File: src/rtl/prog_ctr_pkg.sv
// Shared types and constants for the program-counter / fetch-sequencing stage.
//   PC_W    : program counter width (matches branch-target LUT width)
//   CYC_W   : run-cycle counter width
//   pc_t    : program counter type
//   state_e : fetch sequencer states
package prog_ctr_pkg;

  localparam int unsigned PC_W  = 10;
  localparam int unsigned CYC_W = 16;

  typedef logic [PC_W-1:0] pc_t;

  typedef enum logic [1:0] {
    ST_IDLE   = 2'd0,
    ST_ARMED  = 2'd1,
    ST_RUN    = 2'd2,
    ST_HALTED = 2'd3
  } state_e;

endpackage

File: src/rtl/prog_ctr_fetch_sat_counter.sv
// Saturating up-counter with synchronous clear.
//   i_clk   : clock
//   i_rst_n : synchronous active-low reset
//   i_en    : count enable
//   i_clr   : synchronous clear (wins over i_en)
//   o_count : current count; sticks at all-ones, never wraps
module sat_counter #(
  parameter int unsigned W = 16
) (
  input  logic         i_clk,
  input  logic         i_rst_n,
  input  logic         i_en,
  input  logic         i_clr,
  output logic [W-1:0] o_count
);

  logic [W-1:0] r_count;

  always_ff @(posedge i_clk) begin
    if (!i_rst_n || i_clr) begin
      r_count <= '0;
    end else if (i_en && (r_count != '1)) begin
      r_count <= r_count + W'(1);
    end
  end

  assign o_count = r_count;

endmodule

File: src/rtl/prog_ctr_fetch.sv
// Program counter and fetch sequencer, downstream of the branch-target LUT.
// Launches on the falling edge of Start (IDLE -> ARMED -> RUN), advances PC
// each RUN cycle with priority Halt > Stall > Branch > increment, and parks
// in HALTED until Start re-arms it.
//   Clk     : clock
//   Reset   : synchronous active-low reset
//   Start   : level launch handshake
//   Branch  : branch taken this cycle
//   Target  : absolute branch target (used only when Branch=1)
//   Stall   : hold PC this cycle
//   Halt    : halt instruction at current PC
//   PC      : registered program counter
//   Running : state is RUN
//   Done    : state is HALTED
//   Cycles  : saturating count of RUN cycles since launch
module prog_ctr_fetch
  import prog_ctr_pkg::*;
#(
  parameter int unsigned D = PC_W,
  parameter int unsigned C = CYC_W
) (
  input  logic         Clk,
  input  logic         Reset,
  input  logic         Start,
  input  logic         Branch,
  input  logic [D-1:0] Target,
  input  logic         Stall,
  input  logic         Halt,
  output logic [D-1:0] PC,
  output logic         Running,
  output logic         Done,
  output logic [C-1:0] Cycles
);

  state_e       r_state;
  logic [D-1:0] r_pc;
  logic         w_run;
  logic         w_rearm;

  assign w_run   = (r_state == ST_RUN);
  assign w_rearm = (r_state == ST_HALTED) && Start;

  always_ff @(posedge Clk) begin
    if (!Reset) begin
      r_state <= ST_IDLE;
      r_pc    <= '0;
    end else begin
      case (r_state)
        ST_IDLE: begin
          r_pc <= '0;
          if (Start) r_state <= ST_ARMED;
        end
        ST_ARMED: begin
          if (!Start) r_state <= ST_RUN;
        end
        ST_RUN: begin
          if (Halt) begin
            r_state <= ST_HALTED;
          end else if (!Stall) begin
            // A stalled branch is dropped; upstream re-presents it.
            r_pc <= Branch ? Target : r_pc + D'(1);
          end
        end
        ST_HALTED: begin
          if (Start) begin
            r_state <= ST_ARMED;
            r_pc    <= '0;
          end
        end
        default: begin
          r_state <= ST_IDLE;
          r_pc    <= '0;
        end
      endcase
    end
  end

  // Counts every RUN edge, including stalls and the halting edge.
  sat_counter #(
    .W (C)
  ) u_cycles (
    .i_clk   (Clk),
    .i_rst_n (Reset),
    .i_en    (w_run),
    .i_clr   (w_rearm),
    .o_count (Cycles)
  );

  assign PC      = r_pc;
  assign Running = w_run;
  assign Done    = (r_state == ST_HALTED);

endmodule

File: config.mk
export PLATFORM = sky130hd
export DESIGN_NAME = prog_ctr_fetch
export DESIGN_NICKNAME = d
export VERILOG_FILES = /design/src/rtl/prog_ctr_pkg.sv /design/src/rtl/prog_ctr_fetch_sat_counter.sv /design/src/rtl/prog_ctr_fetch.sv
export SDC_FILE = /design/constraint.sdc
export NUM_CORES = 1
export LEC_CHECK = 0
export ABC_AREA = 1
export CORE_ASPECT_RATIO = 1.5
export CORE_UTILIZATION = 44
export DETAILED_ROUTE_END_ITERATION = 16
export HOLD_SLACK_MARGIN = 0.1
export PLACE_DENSITY_LB_ADDON = 0.1
export SYNTH_ARGS = -nofsm -noshare
export SYNTH_HDL_FRONTEND = slang
export SYNTH_SLANG_ARGS = --single-unit
File: constraint.sdc
create_clock -name Clk -period 1.5 [get_ports Clk]
set_clock_uncertainty 0.1 [all_clocks]
set_input_delay 0.3 -clock Clk [delete_from_list [all_inputs] [get_ports Clk]]
set_output_delay 0.3 -clock Clk [all_outputs]
set_load 0.01 [all_outputs]
== Word level (Yosys, flattened, before mapping) ==
Index checks and enable logic that the tools add are counted.
W data, S select, Z words.
Word-level totals
  bits in latches: 0
  bits in writable memories: 0
  memory bits (read-only): 0
  register bits after elaboration: 28
  memories: 0
  input port bits: 16
Operators by class
  equality and inequality tests: 10
  multiply operators: 0
  multiplexer cells: 9
  reductions and logical operators: 9
  div/mod/pow operators: 0
  bitwise gates (word level): 0
  $add $sub $neg: 2
  shift operators: 0
  order comparisons: 0
Operators with widths (number)
  $mux W10: 4
  $pmux W10 S3: 1
  $add A16 B1 Y16 const B: 1
  $ne A16 B16 Y1 const B: 1
  $add A10 B1 Y10 const B: 1
  $ne A2 B2 Y1 const B: 5
  $mux W2: 3
  $pmux W2 S3: 1
  $eq A2 B2 Y1 const B: 2
  $reduce_and A4 Y1: 1
  $reduce_and A3 Y1: 1
  $reduce_bool A3 Y1: 1
  $eq A2 B1 Y1 const B: 1
  $logic_and A1 B1 Y1: 2
  $logic_not A2 Y1: 1
  $ne A2 B1 Y1 const B: 1
  $reduce_or A2 Y1: 1
  $logic_not A1 Y1: 1
  $logic_or A1 B1 Y1: 1

== Depth between registers and ports, before layout ==
  depth in word-level cells: 5
  depth in mapped cells: 10
  depth with buffers taken out: 10

== By module ==
Synthesis repeated with hierarchy kept, for this count alone.
Second synthesis, totals
  cell total of the unflattened synthesis: 283
  area, all modules: 1831.8 um2
By module, submodules not included
  sat_counter: area an instance 962.2 um2, instances 1, cells an instance 145, sequential area each 320.3 um2
  prog_ctr_fetch: area an instance 869.6 um2, instances 1, cells an instance 138, sequential area each 240.2 um2

== Worst setup path after synthesis ==
Ideal clock, no wire load.
  path type: reg2reg
  start: register u_cycles.r_count[0] (netlist: u_cycles.o_count[0])
  end: register u_cycles.r_count[11] (netlist: u_cycles.o_count[11])
  setup slack: -198 ps
  required time: 1262 ps
  setup time: 138 ps
  data arrival time: 1460 ps
  period minus slack after synthesis: 1698 ps
  stages on the path, launching flop included: 10
  cells stage by stage: dfxtp_1 > ha_1 > inv_1 > nor2_2 > nand3_4 > nand2_1 > nand2_1 > buf_2 > nand2_1 > a21oi_2
Between the ends
  word-level cells in the longest chain between the ends: 2
  elaborated cells between the ends (all ways): 3
RTL lines
  from (decl): line prog_ctr_fetch_sat_counter.sv:17  | logic [W-1:0] r_count;
  from (signal assigned): line prog_ctr_fetch_sat_counter.sv:23  | r_count <= r_count + W'(1);
  parallel branches: the longest is 2 deep, another holds $add A16 B1 Y16
Parallel ways; which one is timed is not known.
A chain may end at the register's enable or synchronous reset.

== Final worst setup path ==
  start: register u_cycles.r_count[0] (netlist: u_cycles.o_count[0])
  end: register u_cycles.r_count[0] (netlist: u_cycles.o_count[0])
The elaborated chain is that of the path after synthesis.

==> reports/results.ini <==
[sta]
tightest_slew_ps=216
max_freq_mhz=674
max_slew_violation_count=0
tcrit_tclk_final=0.990
relSlewSlack=0.855
rsz0062_at_grt=true
final-hold-violation-count=0
finalHoldWorstSlack_ps=391
final.min_clock_period_ps=1480
timing.final.setup_violations=0

[clock_network]
tritoncts_clock_tree=done
clock-sinks=28
cts.path.max_buffers=2
cts.htree.levels=1
root_buffer=sky130_fd_sc_hd__clkbuf_8
worst_skew_pair.late_latency_ps=280
clk_transition_reported_paths_ps=100
postCtsHoldBufs=0
cts_inserted_buffers=3

[floorplanning]
placementRows=28
dieWidth_microns=54.1
initial_utilization=0.456
boundaryPins=44
core_area_sq_mm=0.00392
design.die.area_sq_mm=0.00433
die_height_microns=80.1

[final_layout]
fillers=309
number_of_nets_in_the_layout=395
finish.utilization=0.748
final_layout_size_suffix_gt1_frac=0.383
area.sequential_sq_um=601
finish.cell_count_without_fillers=418
synthToLayoutAreaGrowth_pct=64.0
multi_input_area_sq_mm=0.00130
layout_commonest_cell=sky130_fd_sc_hd__nand2_1
most_used_cells_in_the_layout_excluding_fill_and_tap_cells=sky130_fd_sc_hd__nand2_1, sky130_fd_sc_hd__buf_4, sky130_fd_sc_hd__nor2_1
antennaDiodeCount=0

[logic_synthesis]
synthesis.area_per_instance_sq_um=6.42
synth_largest_type_area_fraction=0.313
netlist_instances=279
synthesis.nets=300
simple_gate_portion_of_the_synthesized_area=0.393
mappedNetlistArea_sq_mm=0.00179
async_reset_ff_frac=0
yosys.area_share.adder=0.0349
post_synth_main_area_contributors=sky130_fd_sc_hd__dfxtp_1, sky130_fd_sc_hd__nand2_1, sky130_fd_sc_hd__nor2_1
ys_warn_count=0
synth_top_cell_by_area=sky130_fd_sc_hd__dfxtp_1
combinational_family_with_the_most_area_after_synthesis=simple AND/OR/NAND/NOR gates
compound_gate_portion_of_the_synthesized_area=0.141
synth_flop_cell=sky130_fd_sc_hd__dfxtp_1
synth_edf_count=0
post_synth_mux_area_share=0
postSynthRegisterBits=28
synth_xor_xnor_area_share=0.0440
synth_seq_area_share=0.313
ys_types=31

[run_status]
status=completed

[setup_path]
cp-start-kind=flop
r2r_end=u_cycles.o_count[0]$_SDFFE_PP0P_
worst-r2r-setup-slack_ps=20
category_of_the_most_critical_setup_path=flop to flop
critPathCaptureType=flop
critical_path.endpoint=u_cycles.o_count[0]$_SDFFE_PP0P_
cp.arrival_ps=1610
critical_path_required_ps=1620
ff2ff_path_depth=8
worstSetupStartpoint=u_cycles.o_count[0]$_SDFFE_PP0P_
critical_path_peak_fanout=8
r2r_start=u_cycles.o_count[0]$_SDFFE_PP0P_

[routing]
drt_wl_total_microns=5270
detail_route.vias_per_cell=5.02
drt_drc_violations_left=0
wl_per_cell_microns=12.6
first_iter_violations=36
drt_antenna_net_count=0
detailedRoute.firstPassIterationCount=4
routed-via-count=2099

[power]
p_leak_nw=1.26
irDropWorstVdd_v=0.00117
power_density_mw_per_mm2=1030
power_report.internal_total_mw=1.83
sw_frac_of_total=0.393
switching_power_mw=1.18
clock_power_share=0.148
p_comb_frac=0.539
seq_power_share=0.314

[placement]
buffers_on_ports=43
last_weighted_congestion_value_of_the_routability_driven_placer=0.813
dp_hpwl_microns=3720
placed_insts=407

[min_path]
hold_path_class=flop to flop

[global_routing]
antenna_found_initial=0
vias_in_the_first_global_route=1964
largest_net_degree_at_the_start_of_global_routing=16
grt_util_all_layers=0.246
grt_pass1_wl_microns=7970
global_route.overflow_total=0

[run]
max_cap_viol=0

## synth_stat cells, types with 4 or more instances
cell,instances
sky130_fd_sc_hd__a21oi_2,7
sky130_fd_sc_hd__o21ai_0,7
sky130_fd_sc_hd__nand2_1,91
sky130_fd_sc_hd__inv_1,27
sky130_fd_sc_hd__nor2_1,44
sky130_fd_sc_hd__xor2_1,4
sky130_fd_sc_hd__a21oi_1,17
sky130_fd_sc_hd__dfxtp_1,28
sky130_fd_sc_hd__ha_1,5
sky130_fd_sc_hd__nand3_1,12
sky130_fd_sc_hd__xnor2_1,5
## critical path, stage by stage (launching register included)
cell and delay [ps]:
sky130_fd_sc_hd__dfxtp_4 370, sky130_fd_sc_hd__ha_4 150, sky130_fd_sc_hd__inv_2 40, sky130_fd_sc_hd__nor2_4 120
sky130_fd_sc_hd__nand3_4 110, sky130_fd_sc_hd__a21boi_4 190, sky130_fd_sc_hd__buf_6 150, sky130_fd_sc_hd__nand2_1 60
sky130_fd_sc_hd__a21oi_2 110
## metrics by stage
step           setup WS, ps  setup TNS (ps)  power [mW]  instance area, sq um
4_1_cts               -5.56           -11.8        2.72                  2710
3_5_place_dp           -192           -3610        2.26                  2630
6_report               15.2               0        3.01                  2940
5_1_grt               -79.1            -613        3.20                  2940
2_1_floorplan          2.40               0        1.63                  1820
3_3_place_gp           -153           -3230        2.24                  2630
## power groups by stage
stage	sequential [mW]	clock [mW]	combinational, mW
after floorplan	0.975	0	0.656
after CTS	0.932	0.462	1.33
final	0.945	0.444	1.62
after global routing	0.952	0.488	1.76
after global placement	0.934	0	1.31
after detailed placement	0.936	0	1.32
## cells by family after synthesis
family | after synthesis
xor+xnor | 9
compound gates | 40
simple gates | 164
fa+ha+maj | 5
buf+inv | 33
flops | 28
## routing by layer
metal / wire, microns / GRT usage
met2: 2880 / 0.489
met4: 108 / 0.0923
met3: 166 / 0.0189
met1: 2110 / 0.246
met5: 0 / 0
## cell type report
type / count / share of cell area
Clock buffer: 4 / 0.0153
Inverter: 28 / 0.0358
Multi-Input combinational cell: 218 / 0.444
Sequential cell: 28 / 0.205
Tap cell: 45 / 0.0192
Timing Repair Buffer: 95 / 0.282
## registers in the layout, indices dropped and copies added, names as in the netlist
signal            count
PC                   10
r_state               2
u_cycles.o_count     16
## repair_timing
| action | CTS | global route |
|---|---|---|
| pin swaps | 3 | 22 |
| buffers inserted | 3 | 3 |
| gates resized for setup | 59 | 63 |
| gates cloned | 0 | 1 |
| setup endpoints to repair | 52 | 30 |
## how the worst min path moves through the flow
| stage | cells past startpoint | startpoint | endpoint |
|---|---|---|---|
| floorplan | 2 | Reset | r_state[1]$_SDFFE_PN0P_ |
| global placement | 2 | PC[9]$_SDFFE_PN0P_ | PC[9]$_SDFFE_PN0P_ |
| detailed placement | 2 | PC[9]$_SDFFE_PN0P_ | PC[9]$_SDFFE_PN0P_ |
| CTS | 2 | PC[8]$_SDFFE_PN0P_ | PC[8]$_SDFFE_PN0P_ |
| global route | 2 | PC[7]$_SDFFE_PN0P_ | PC[7]$_SDFFE_PN0P_ |
| finish | 2 | PC[6]$_SDFFE_PN0P_ | PC[6]$_SDFFE_PN0P_ |
Power figures use the tool's default switching activity.
